`config.mk`:
```
export PLATFORM = sky130hd
export DESIGN_NAME = wb_stage_flat
export DESIGN_NICKNAME = d
export VERILOG_FILES = /design/src/rtl/rv_pkg.sv /design/src/rtl/wb_stage_if.sv /design/src/rtl/load_align.sv /design/src/rtl/wb_stage.sv /design/src/flat_wrapper.sv
export SDC_FILE = /design/constraint.sdc
export NUM_CORES = 1
export LEC_CHECK = 0
export ABC_AREA = 1
export CAP_MARGIN = 0
export CORE_ASPECT_RATIO = 1.5
export CORE_UTILIZATION = 38
export CTS_CLUSTER_DIAMETER = 60
export DETAILED_ROUTE_END_ITERATION = 16
export PLACE_DENSITY_LB_ADDON = 0.15
export SLEW_MARGIN = 10
export SYNTH_ARGS = -nofsm -noshare
export SYNTH_HDL_FRONTEND = slang
export SYNTH_SLANG_ARGS = --single-unit
```
`constraint.sdc`:
```
create_clock -name clk -period 3.74 [get_ports clk]
set_input_delay 0.561 -clock clk [delete_from_list [all_inputs] [get_ports clk]]
set_output_delay 0.561 -clock clk [all_outputs]
set_load 0.03 [all_outputs]
```
`src/rtl/rv_pkg.sv`:
```
// Shared RV32 pipeline definitions: writeback-source codes, load funct3 codes
// and the MEM/WB pipeline register layout.
package rv_pkg;

    localparam logic [1:0] WB_SEL_MEM  = 2'b00;
    localparam logic [1:0] WB_SEL_ALU  = 2'b01;
    localparam logic [1:0] WB_SEL_PC4  = 2'b10;
    localparam logic [1:0] WB_SEL_RSVD = 2'b11;

    localparam logic [2:0] F3_LB  = 3'b000;
    localparam logic [2:0] F3_LH  = 3'b001;
    localparam logic [2:0] F3_LW  = 3'b010;
    localparam logic [2:0] F3_LBU = 3'b100;
    localparam logic [2:0] F3_LHU = 3'b101;

    typedef struct packed {
        logic        valid;
        logic [1:0]  wb_sel;
        logic        reg_wen;
        logic [4:0]  rd;
        logic [2:0]  funct3;
        logic [31:0] alu_result;
        logic [31:0] pc_plus4;
        logic [31:0] load_word;
    } mem_wb_t;

    // Halfwords need an even offset, words a zero offset; bytes never misalign.
    function automatic logic load_misaligned(input logic [2:0] f3, input logic [1:0] off);
        logic mis;
        case (f3)
            F3_LH, F3_LHU: mis = off[0];
            F3_LW:         mis = (off != 2'b00);
            default:       mis = 1'b0;
        endcase
        return mis;
    endfunction

endpackage

```
`src/rtl/wb_stage_if.sv`:
```
// MEM-to-WB bundle plus the register-file write port, forwarding bus and
// retire counter leaving the writeback stage.
interface wb_stage_if #(
    parameter int XLEN  = 32,
    parameter int CNT_W = 64
);
    logic             mem_valid;
    logic [1:0]       mem_wb_sel;
    logic             mem_reg_wen;
    logic [4:0]       mem_rd;
    logic [2:0]       mem_funct3;
    logic [XLEN-1:0]  mem_alu_result;
    logic [XLEN-1:0]  mem_pc_plus4;
    logic [XLEN-1:0]  mem_load_word;
    logic             stall;
    logic             flush;

    logic             rf_we;
    logic [4:0]       rf_waddr;
    logic [XLEN-1:0]  rf_wdata;
    logic             fwd_valid;
    logic [4:0]       fwd_rd;
    logic [XLEN-1:0]  fwd_data;
    logic             load_misalign;
    logic [CNT_W-1:0] instret;

    modport master (
        output mem_valid, mem_wb_sel, mem_reg_wen, mem_rd, mem_funct3,
               mem_alu_result, mem_pc_plus4, mem_load_word, stall, flush,
        input  rf_we, rf_waddr, rf_wdata, fwd_valid, fwd_rd, fwd_data,
               load_misalign, instret
    );

    modport slave (
        input  mem_valid, mem_wb_sel, mem_reg_wen, mem_rd, mem_funct3,
               mem_alu_result, mem_pc_plus4, mem_load_word, stall, flush,
        output rf_we, rf_waddr, rf_wdata, fwd_valid, fwd_rd, fwd_data,
               load_misalign, instret
    );
endinterface

```
`src/rtl/load_align.sv`:
```
// Picks the addressed byte/halfword out of an aligned memory word and
// sign- or zero-extends it according to the load funct3.
module load_align
    import rv_pkg::*;
(
    input  logic [31:0] word_i,
    input  logic [1:0]  off_i,
    input  logic [2:0]  funct3_i,
    output logic [31:0] data_o
);
    logic [7:0]  byte_sel;
    logic [15:0] half_sel;

    always_comb begin
        case (off_i)
            2'd0:    byte_sel = word_i[7:0];
            2'd1:    byte_sel = word_i[15:8];
            2'd2:    byte_sel = word_i[23:16];
            default: byte_sel = word_i[31:24];
        endcase
        // Odd halfword offsets are flagged as misaligned upstream; off[1] alone picks the half.
        half_sel = off_i[1] ? word_i[31:16] : word_i[15:0];
    end

    always_comb begin
        case (funct3_i)
            F3_LB:   data_o = {{24{byte_sel[7]}}, byte_sel};
            F3_LH:   data_o = {{16{half_sel[15]}}, half_sel};
            F3_LW:   data_o = word_i;
            F3_LBU:  data_o = {24'd0, byte_sel};
            F3_LHU:  data_o = {16'd0, half_sel};
            default: data_o = 32'd0;
        endcase
    end

endmodule

```
`src/rtl/wb_stage.sv`:
```
// RV32 writeback stage: MEM/WB register, load alignment, source select,
// register-file write/forwarding drive and retired-instruction counter.
module wb_stage
    import rv_pkg::*;
#(
    parameter int XLEN  = 32,
    parameter int CNT_W = 64
) (
    input  logic      clk,
    input  logic      rst_n,
    wb_stage_if.slave bus
);
    mem_wb_t          wb_q;
    mem_wb_t          wb_d;
    logic [CNT_W-1:0] instret_q;
    logic [CNT_W-1:0] instret_d;
    logic             retire;
    logic [1:0]       off;
    logic [XLEN-1:0]  load_data;
    logic [XLEN-1:0]  wdata;
    logic             misalign;
    logic             we;

    // Flush wins over stall; only valid needs clearing, the rest is don't-care.
    always_comb begin
        wb_d = wb_q;
        if (bus.flush) begin
            wb_d.valid = 1'b0;
        end else if (!bus.stall) begin
            wb_d.valid      = bus.mem_valid;
            wb_d.wb_sel     = bus.mem_wb_sel;
            wb_d.reg_wen    = bus.mem_reg_wen;
            wb_d.rd         = bus.mem_rd;
            wb_d.funct3     = bus.mem_funct3;
            wb_d.alu_result = bus.mem_alu_result;
            wb_d.pc_plus4   = bus.mem_pc_plus4;
            wb_d.load_word  = bus.mem_load_word;
        end
    end

    // Retirement happens when the instruction leaves WB, so a stalled one counts once.
    assign retire    = wb_q.valid & ~bus.stall & ~bus.flush;
    assign instret_d = instret_q + {{(CNT_W-1){1'b0}}, retire};

    always_ff @(posedge clk or negedge rst_n) begin
        if (!rst_n) begin
            wb_q      <= '0;
            instret_q <= '0;
        end else begin
            wb_q      <= wb_d;
            instret_q <= instret_d;
        end
    end

    assign off = wb_q.alu_result[1:0];

    load_align u_load_align (
        .word_i   (wb_q.load_word),
        .off_i    (off),
        .funct3_i (wb_q.funct3),
        .data_o   (load_data)
    );

    assign misalign = wb_q.valid & (wb_q.wb_sel == WB_SEL_MEM) & wb_q.reg_wen
                    & load_misaligned(wb_q.funct3, off);

    always_comb begin
        case (wb_q.wb_sel)
            WB_SEL_MEM: wdata = load_data;
            WB_SEL_ALU: wdata = wb_q.alu_result;
            WB_SEL_PC4: wdata = wb_q.pc_plus4;
            default:    wdata = '0;
        endcase
    end

    assign we = wb_q.valid & wb_q.reg_wen & (wb_q.rd != 5'd0)
              & (wb_q.wb_sel != WB_SEL_RSVD) & ~misalign;

    assign bus.rf_we         = we;
    assign bus.rf_waddr      = wb_q.rd;
    assign bus.rf_wdata      = wdata;
    assign bus.fwd_valid     = we;
    assign bus.fwd_rd        = wb_q.rd;
    assign bus.fwd_data      = wdata;
    assign bus.load_misalign = misalign;
    assign bus.instret       = instret_q;

endmodule

```
`src/flat_wrapper.sv`:
```
// flat-port wrapper written by rule: the top's interface ports become plain ports
module wb_stage_flat import rv_pkg::*;
#(
    parameter int XLEN  = 32,
    parameter int CNT_W = 64
)
  (clk, rst_n, bus_mem_valid, bus_mem_wb_sel, bus_mem_reg_wen, bus_mem_rd, bus_mem_funct3, bus_mem_alu_result, bus_mem_pc_plus4, bus_mem_load_word, bus_stall, bus_flush, bus_rf_we, bus_rf_waddr, bus_rf_wdata, bus_fwd_valid, bus_fwd_rd, bus_fwd_data, bus_load_misalign, bus_instret);
  wb_stage_if #(.XLEN(XLEN), .CNT_W(CNT_W)) bus_i ();
  input  logic clk;
  input  logic rst_n;
  input wire logic [$bits(bus_i.mem_valid)-1:0] bus_mem_valid;
  input wire logic [$bits(bus_i.mem_wb_sel)-1:0] bus_mem_wb_sel;
  input wire logic [$bits(bus_i.mem_reg_wen)-1:0] bus_mem_reg_wen;
  input wire logic [$bits(bus_i.mem_rd)-1:0] bus_mem_rd;
  input wire logic [$bits(bus_i.mem_funct3)-1:0] bus_mem_funct3;
  input wire logic [$bits(bus_i.mem_alu_result)-1:0] bus_mem_alu_result;
  input wire logic [$bits(bus_i.mem_pc_plus4)-1:0] bus_mem_pc_plus4;
  input wire logic [$bits(bus_i.mem_load_word)-1:0] bus_mem_load_word;
  input wire logic [$bits(bus_i.stall)-1:0] bus_stall;
  input wire logic [$bits(bus_i.flush)-1:0] bus_flush;
  output wire logic [$bits(bus_i.rf_we)-1:0] bus_rf_we;
  output wire logic [$bits(bus_i.rf_waddr)-1:0] bus_rf_waddr;
  output wire logic [$bits(bus_i.rf_wdata)-1:0] bus_rf_wdata;
  output wire logic [$bits(bus_i.fwd_valid)-1:0] bus_fwd_valid;
  output wire logic [$bits(bus_i.fwd_rd)-1:0] bus_fwd_rd;
  output wire logic [$bits(bus_i.fwd_data)-1:0] bus_fwd_data;
  output wire logic [$bits(bus_i.load_misalign)-1:0] bus_load_misalign;
  output wire logic [$bits(bus_i.instret)-1:0] bus_instret;
  assign bus_i.mem_valid = bus_mem_valid;
  assign bus_i.mem_wb_sel = bus_mem_wb_sel;
  assign bus_i.mem_reg_wen = bus_mem_reg_wen;
  assign bus_i.mem_rd = bus_mem_rd;
  assign bus_i.mem_funct3 = bus_mem_funct3;
  assign bus_i.mem_alu_result = bus_mem_alu_result;
  assign bus_i.mem_pc_plus4 = bus_mem_pc_plus4;
  assign bus_i.mem_load_word = bus_mem_load_word;
  assign bus_i.stall = bus_stall;
  assign bus_i.flush = bus_flush;
  assign bus_rf_we = bus_i.rf_we;
  assign bus_rf_waddr = bus_i.rf_waddr;
  assign bus_rf_wdata = bus_i.rf_wdata;
  assign bus_fwd_valid = bus_i.fwd_valid;
  assign bus_fwd_rd = bus_i.fwd_rd;
  assign bus_fwd_data = bus_i.fwd_data;
  assign bus_load_misalign = bus_i.load_misalign;
  assign bus_instret = bus_i.instret;
  wb_stage #(.XLEN(XLEN), .CNT_W(CNT_W)) u_core (.clk(clk), .rst_n(rst_n), .bus(bus_i));
endmodule
```
Yosys cells after proc, flatten, opt, wreduce, memory -nomap -nowiden
Index checks and enable logic that the tools add are counted.
Word-level totals
  bits in latches: 0
  logic and storage cells: 46
  memories kept: 0
  bits in read-only memories: 0
  input port bits: 112
  output and inout bits: 141
  RAM bits: 0
  register bits after elaboration: 172
Operators by class
  reductions and logical operators: 7
  multipliers: 0
  magnitude comparators: 0
  mux-type cells: 7
  bitwise gates (word level): 12
  equal/unequal tests: 10
  div/mod/pow operators: 0
  add/sub/neg operators: 1
  shift operators: 0
Operators by type and width (number)
  32-bit one-hot mux with 5 select lines: 1
  108-bit two-way mux: 1
  32-bit one-hot mux with 3 select lines: 1
  64-bit by 1-bit adder with 64-bit output: 1
  8-bit one-hot mux with 3 select lines: 1
  16-bit two-way mux: 1
  1-bit AND: 9
  3-bit == test, second input constant: 2
  5-bit nonzero test: 1
  2-bit by 1-bit == test with 1-bit output, second input constant: 2
  2-bit == test, second input constant: 2
  2-bit zero test: 2
  3-bit by 1-bit == test with 1-bit output, second input constant: 1
  3-bit by 2-bit == test with 1-bit output, second input constant: 1
  3-bit zero test: 1
  1-bit NOT: 3
  2-bit by 1-bit != test with 1-bit output, second input constant: 1
  2-bit != test, second input constant: 1
  1-bit one-hot mux with 2 select lines: 1
  2-bit AND reduction: 1
  2-bit nonzero test: 1
  2-bit OR reduction: 1
  1-bit two-way mux: 1

Depth between registers and ports, before layout
Gate-level depths: netlist (run 1).
  depth after elaboration: 6
  mapped depth: 14

Cells and area by module
Synthesis (run 1) repeated with hierarchy kept, for this count alone.
Unflattened totals
  cells, all modules: 1316
  area total of the unflattened synthesis: 9708.1 um^2
Modules (own cells, without submodules)
  wb_stage: sequential area each 4304.1 um^2, cells an instance 1111, times used 1, area each 8678.3 um^2
  load_align: sequential area each 0.0 um^2, cells an instance 205, times used 1, area each 1029.7 um^2

Worst setup path after synthesis (run 1)
Ideal clock, no wire load.
  path kind: input to register
  from: input port bus_stall
  to: register u_core.instret_q[34], in the netlist u_core.bus.instret[34]
  data arrival time: 2.445 ns
  setup time: 0.118 ns
  data required time: 3.622 ns
  stages: 13
  slack: 1.177 ns
  buffers on the path: 1
  cells stage by stage: nor2_1 inv_1 clkbuf_1 nor2_1 ha_1 ha_1 nand3_1 nor2_4 nand2_1 nor3_2 nand2_1 nand2_1 nand2_1
On the way
  word-level cells in the longest chain between the ends: 4
RTL lines
  start: declaration: RTL line flat_wrapper.sv:19  | input wire logic [$bits(bus_i.stall)-1:0] bus_stall;
  1-bit NOT (no source line)
  1-bit AND (2 in series): RTL line wb_stage.sv:42  | assign retire = wb_q.valid & ~bus.stall & ~bus.flush;
  64-bit by 1-bit adder with 64-bit output: RTL line wb_stage.sv:43  | assign instret_d = instret_q + {{(CNT_W-1){1'b0}}, retire};
  named net u_core.instret_d[34]: RTL line wb_stage.sv:16  | logic [CNT_W-1:0] instret_d;
  end signal: assignment: RTL line wb_stage.sv:51  | instret_q <= instret_d;
  end: declaration: RTL line wb_stage.sv:15  | logic [CNT_W-1:0] instret_q;
The timed path passes the listed nets, and every way through them passes these cells.
A chain may end at the register's enable or synchronous reset.

Worst setup path after layout (run 1)
  from: register u_core.wb_q (netlist bit u_core.off[1])
  to: output port bus_rf_wdata[15]
On the way
  word-level cells in the longest chain between the ends: 4
RTL lines
  start: declaration: RTL line wb_stage.sv:13  | mem_wb_t wb_q;
  start signal: assignment: RTL line wb_stage.sv:50  | wb_q <= wb_d;
  2-bit == test, or another cell as far along: RTL line load_align.sv:15  | case (off_i)
  8-bit one-hot mux with 3 select lines: RTL line load_align.sv:15
  32-bit one-hot mux with 5 select lines (*): RTL line load_align.sv:26  | case (funct3_i)
  32-bit one-hot mux with 3 select lines (*): RTL line wb_stage.sv:68  | case (wb_q.wb_sel)
  end: declaration: RTL line flat_wrapper.sv:23  | output wire logic [$bits(bus_i.rf_wdata)-1:0] bus_rf_wdata;
Every way passes the cells marked *; elsewhere a longest branch is shown, timed or not.

==> results of run 1 <==
-- power groups by stage --
stage | logic, uW | clock network, uW | registers, uW
final | 1550 | 1720 | 2130
after CTS | 1570 | 1760 | 2130
after detailed placement | 1570 | 0 | 2160
after floorplan | 1000 | 0 | 2160
after global placement | 1550 | 0 | 2160
after global routing | 1680 | 1840 | 2150
-- synthesized netlist by cell type --
| master | instances |
|---|---|
| sky130_fd_sc_hd__a21oi_1 | 3 |
| sky130_fd_sc_hd__buf_1 | 1 |
| sky130_fd_sc_hd__buf_2 | 23 |
| sky130_fd_sc_hd__buf_4 | 46 |
| sky130_fd_sc_hd__buf_6 | 1 |
| sky130_fd_sc_hd__clkbuf_1 | 16 |
| sky130_fd_sc_hd__dfrtp_1 | 172 |
| sky130_fd_sc_hd__ha_1 | 2 |
| sky130_fd_sc_hd__inv_1 | 163 |
| sky130_fd_sc_hd__inv_2 | 3 |
| sky130_fd_sc_hd__nand2_1 | 490 |
| sky130_fd_sc_hd__nand2_2 | 15 |
| sky130_fd_sc_hd__nand3_1 | 53 |
| sky130_fd_sc_hd__nand3_2 | 1 |
| sky130_fd_sc_hd__nand3b_1 | 1 |
| sky130_fd_sc_hd__nand4_1 | 16 |
| sky130_fd_sc_hd__nor2_1 | 124 |
| sky130_fd_sc_hd__nor2_2 | 13 |
| sky130_fd_sc_hd__nor2_4 | 5 |
| sky130_fd_sc_hd__nor3_1 | 1 |
| sky130_fd_sc_hd__nor3_2 | 2 |
| sky130_fd_sc_hd__o211ai_1 | 5 |
| sky130_fd_sc_hd__o21ai_0 | 103 |
| sky130_fd_sc_hd__o21ai_1 | 12 |
| sky130_fd_sc_hd__o21ai_2 | 1 |
| sky130_fd_sc_hd__o22ai_1 | 32 |
| sky130_fd_sc_hd__or2_2 | 1 |
| sky130_fd_sc_hd__xnor2_1 | 21 |
| sky130_fd_sc_hd__xor2_1 | 10 |
-- cell families (layout without fill, tap and decap cells) --
kind of cell	Yosys count	count (layout)	share of synthesized area [%]
flip-flops	172	172	45.1
other	0	2	0
AND/OR/NAND/NOR	722	722	30.9
buffers and inverters	253	464	12.1
adder cells (fa/ha/maj)	2	2	0.262
AO/OA/AOI/OAI	156	156	8.77
XOR/XNOR	31	31	2.84
-- layout make-up --
class	count	area, um2
Timing Repair Buffer	266	2630
Tap cell	324	405
Clock inverter	13	119
Inverter	166	623
Clock buffer	19	443
Sequential cell	172	4300
Multi-Input combinational cell	911	4100
Fill cell	2458	11900
Antenna cell	2	5.00
-- stage by stage --
stage	instance area, um2	hold WS, ns	setup WS, ns
2_1_floorplan	9550	0.265	1.18
3_3_place_gp	12100	0.456	0.597
3_5_place_dp	12100	0.484	0.577
4_1_cts	12600	0.248	0.248
5_1_grt	12600	0.274	0.0527
6_report	12600	0.191	0.294
-- registers in the layout, summed over array words and instances, names as in the netlist --
signal,cells
u_core.off,2
u_core.bus.instret,64
u_core.wb_q,101
u_core.bus.fwd_rd,5
-- per-layer routing --
layer | share of wire [%] | global-route usage (%)
met1 | 38 | 26.9
met2 | 52 | 44.8
met3 | 5.2 | 5.40
met4 | 4.8 | 14.2
met5 | 0.12 | 0
-- worst reg2reg max path: stages (launching register included) --
cell                      delay, ns
sky130_fd_sc_hd__dfrtp_1       0.38
sky130_fd_sc_hd__inv_1         0.05
sky130_fd_sc_hd__nor2_1        0.32
sky130_fd_sc_hd__ha_1          0.26
sky130_fd_sc_hd__ha_1          0.24
sky130_fd_sc_hd__nand3_1       0.22
sky130_fd_sc_hd__nor2_2        0.37
sky130_fd_sc_hd__nand2_1       0.17
sky130_fd_sc_hd__o21ai_1       0.16
sky130_fd_sc_hd__nand2_1       0.06
-- cells in the final DEF, fill, tap and decap left out, drive strengths merged --
cell,netlist,routed
nand2,505,505
clkdlybuf4s50,0,251
dfrtp,172,172
inv,166,167
nor2,142,142
o21ai,116,116
nand3,54,54
o22ai,32,32
xnor2,21,21
clkbuf,16,19
nand4,16,16
buf,71,15
xor2,10,10
clkinv,0,7
o211ai,5,5
clkinvlp,0,4
a21oi,3,3
nor3,3,3
diode,0,2
ha,2,2
or2,1,1
nand3b,1,1
bufinv,0,1
-- path summary, 6_finish.rpt --
path	from	to	cells after the start
worst min-delay path	rst_n	u_core.wb_q[39]$_DFFE_PN0P_	1
worst min register to register	u_core.wb_q[104]$_DFFE_PN0P_	u_core.wb_q[104]$_DFFE_PN0P_	2
max in group asynchronous	rst_n	u_core.bus.instret[33]$_DFF_PN0_	2
worst max register to register	u_core.wb_q[107]$_DFFE_PN0P_	u_core.bus.instret[60]$_DFF_PN0_	9
worst max-delay path	u_core.off[1]$_DFFE_PN0P_	bus_rf_wdata[15]	9
min in group clk	u_core.wb_q[104]$_DFFE_PN0P_	u_core.wb_q[104]$_DFFE_PN0P_	2
==> report_table.html, run 1 <==
<table>
<tr><th>Metric</th><th>Value</th></tr>
<tr><th colspan="2">Global route</th></tr>
<tr><td>Antenna violations before repair</td><td>5</td></tr>
<tr><td>Overflow left after global routing</td><td>0</td></tr>
<tr><td>Number of global-route vias before repair</td><td>9043</td></tr>
<tr><td>Global-route wire length before repair</td><td>48800 um</td></tr>
<tr><td>Pin count of the biggest net entering global routing</td><td>111</td></tr>
<tr><td>Total routing usage reported by global routing</td><td>24.9%</td></tr>
<tr><th colspan="2">Setup path</th></tr>
<tr><td>Slowest stage cell, crit path</td><td>sky130_fd_sc_hd__clkdlybuf4s50_1</td></tr>
<tr><td>Crit Path Category</td><td>flop to output pin</td></tr>
<tr><td>Worst R2R Setup Slack</td><td>1.40 ns</td></tr>
<tr><td>Critical Path RT</td><td>3.18 ns</td></tr>
<tr><td>Worst path most repeated cell</td><td>sky130_fd_sc_hd__nand2_1</td></tr>
<tr><td>Combined buffer and inverter count along the critical path</td><td>2</td></tr>
<tr><td>Top delay family on crit path</td><td>simple AND/OR/NAND/NOR gates</td></tr>
<tr><td>Worst EP arrival</td><td>2.88 ns</td></tr>
<tr><td>Endpoint class of the critical path</td><td>output pin</td></tr>
<tr><td>List of cells traversed by the critical path</td><td>inv_2 &gt; nand2_1 &gt; nand2_1 &gt; nand3_1 &gt; nand3_2 &gt; nand3_1 &gt; nand2_1 &gt; nand2_1 &gt; clkdlybuf4s50_1</td></tr>
<tr><td>Peak fanout along the critical path</td><td>24</td></tr>
<tr><td>Critical Path Max Stage Delay</td><td>0.67 ns</td></tr>
<tr><td>Kind of launch point of the worst setup path</td><td>flop</td></tr>
<tr><th colspan="2">Power</th></tr>
<tr><td>Switching power as a share of total power</td><td>33.9%</td></tr>
<tr><td>Leakage power total</td><td>0.00550 uW</td></tr>
<tr><td>Sw power</td><td>1830 uW</td></tr>
<tr><td>Total Power Consumption</td><td>5400 uW</td></tr>
<tr><td>Cell Int Power</td><td>3570 uW</td></tr>
<tr><td>Sequential fraction of design power</td><td>39.4%</td></tr>
<tr><td>Clock power frac</td><td>31.9%</td></tr>
<tr><td>VDD IR max</td><td>0.000320 V</td></tr>
<tr><td>Logic gate share of total power</td><td>28.7%</td></tr>
<tr><td>Total power per unit cell area</td><td>428 nW/um2</td></tr>
<tr><th colspan="2">Run status</th></tr>
<tr><td>Status</td><td>finished clean</td></tr>
<tr><th colspan="2">CTS</th></tr>
<tr><td>Resized cells post-CTS</td><td>0</td></tr>
<tr><td>Clock latency of the later-clocked register in the worst-skew pair</td><td>0.44 ns</td></tr>
<tr><td>Number of H-tree levels</td><td>4</td></tr>
<tr><td>Count of hold buffers inserted by post-cts repair</td><td>0</td></tr>
<tr><td>CTS Buffer Depth</td><td>2</td></tr>
<tr><td>Number of buffers added by the clock tree synthesis step</td><td>17</td></tr>
<tr><td>CTS tree</td><td>done</td></tr>
<tr><td>Root buffer selected by CTS</td><td>sky130_fd_sc_hd__clkbuf_16</td></tr>
<tr><td>Total setup buffers inserted after CTS</td><td>0</td></tr>
<tr><td>Number of clock sinks seen by CTS</td><td>172</td></tr>
<tr><td>Clock transition at path regs</td><td>0.06 ns</td></tr>
<tr><th colspan="2">Timing</th></tr>
<tr><td>Final clock skew</td><td>0.00796 ns</td></tr>
<tr><td>RSZ-0062 raised after global routing</td><td>false</td></tr>
<tr><td>Final hold violation count</td><td>0</td></tr>
<tr><td>Final setup violation count</td><td>0</td></tr>
<tr><td>Sum of negative setup slack</td><td>0 ns</td></tr>
<tr><td>Normalized max-slew margin</td><td>35.3%</td></tr>
<tr><td>Post-route minimum period</td><td>3.45 ns</td></tr>
<tr><td>Fin. max-slew vios</td><td>0</td></tr>
<tr><td>Actual slew at the worst max-slew pin</td><td>0.971 ns</td></tr>
<tr><td>Timing-limited maximum frequency</td><td>290 MHz</td></tr>
<tr><td>Part of the cycle the worst path needs</td><td>92.1%</td></tr>
<tr><th colspan="2">Yosys</th></tr>
<tr><td>Post-synthesis net count</td><td>1450</td></tr>
<tr><td>Cell accounting for the most synthesized area</td><td>sky130_fd_sc_hd__dfrtp_1</td></tr>
<tr><td>Gate count of the mapped netlist</td><td>1336</td></tr>
<tr><td>Register bit total from synthesis</td><td>172</td></tr>
<tr><td>Netlist cell types</td><td>29</td></tr>
<tr><td>Number of warnings printed during yosys synthesis</td><td>0</td></tr>
<tr><td>Post-synthesis instance area</td><td>9550 um2</td></tr>
<tr><td>Sequential-to-total area share from yosys stat</td><td>45.1%</td></tr>
<tr><td>Post-Synthesis Mean Instance Area</td><td>7.15 um2</td></tr>
<tr><td>Post-synth top area share</td><td>45.1%</td></tr>
<tr><td>Synth top area cells</td><td>sky130_fd_sc_hd__dfrtp_1, sky130_fd_sc_hd__nand2_1, sky130_fd_sc_hd__inv_1, sky130_fd_sc_hd__o21ai_0, sky130_fd_sc_hd__nor2_1</td></tr>
<tr><th colspan="2">Drt</th></tr>
<tr><td>Routed Antenna Nets</td><td>0</td></tr>
<tr><td>Via density per instance</td><td>4.87</td></tr>
<tr><td>WL per Instance</td><td>16.8 um</td></tr>
<tr><td>Final Routed Wirelength</td><td>31400 um</td></tr>
<tr><td>DRC marker count from the first detailed-route iteration</td><td>479</td></tr>
<tr><td>Count of TritonRoute iterations in the first routing pass</td><td>5</td></tr>
<tr><td>DR vias</td><td>9129</td></tr>
<tr><td>DRC violations left</td><td>0</td></tr>
<tr><th colspan="2">Die</th></tr>
<tr><td>Die width</td><td>131 um</td></tr>
<tr><td>Row cnt</td><td>70</td></tr>
<tr><td>Die Span Y</td><td>196 um</td></tr>
<tr><td>Area of the die</td><td>25800 um2</td></tr>
<tr><td>Placeable core area</td><td>24500 um2</td></tr>
<tr><td>I/O pin count</td><td>253</td></tr>
<tr><td>Effective utilization at floorplan</td><td>38.9%</td></tr>
<tr><th colspan="2">Layout</th></tr>
<tr><td>Post-route non-filler standard cell count</td><td>1873</td></tr>
<tr><td>Layout overhead on the synthesized area</td><td>32.3%</td></tr>
<tr><td>Fin util</td><td>51.5%</td></tr>
<tr><td>Fraction of layout cells with a size suffix above 1</td><td>5.75%</td></tr>
<tr><td>Post-layout net count</td><td>1648</td></tr>
<tr><th colspan="2">Place</th></tr>
<tr><td>Final weighted congestion in routability-driven placement</td><td>0.968</td></tr>
<tr><td>Placed cell count</td><td>1839</td></tr>
<tr><td>Placed wire-length estimate</td><td>24000 um</td></tr>
<tr><td>I/O Buffers</td><td>252</td></tr>
<tr><th colspan="2">Min path</th></tr>
<tr><td>Worst min-delay path class</td><td>input port to async pin</td></tr>
<tr><th colspan="2">Job</th></tr>
<tr><td>Max-cap viol count</td><td>0</td></tr>
</table>
(Power assumes the default switching activity.)
==> run 2: changes to the inputs <==
--- a/config.mk
+++ b/config.mk
@@ -12,6 +12,7 @@
 export CTS_CLUSTER_DIAMETER = 60
 export DETAILED_ROUTE_END_ITERATION = 16
 export PLACE_DENSITY_LB_ADDON = 0.15
+export SKIP_LAST_GASP = 1
 export SLEW_MARGIN = 10
 export SYNTH_ARGS = -nofsm -noshare
 export SYNTH_HDL_FRONTEND = slang
==> results of run 2 <==
Final layout, timing and power as in run 1 (identical DEF).
==> run 3: changes to the inputs <==
--- a/config.mk
+++ b/config.mk
@@ -13,7 +13,7 @@
 export DETAILED_ROUTE_END_ITERATION = 16
 export PLACE_DENSITY_LB_ADDON = 0.15
 export SKIP_LAST_GASP = 1
-export SLEW_MARGIN = 10
+export SLEW_MARGIN = 20
 export SYNTH_ARGS = -nofsm -noshare
 export SYNTH_HDL_FRONTEND = slang
 export SYNTH_SLANG_ARGS = --single-unit
==> results of run 3 <==
Final layout, timing and power as in run 1 (identical DEF).
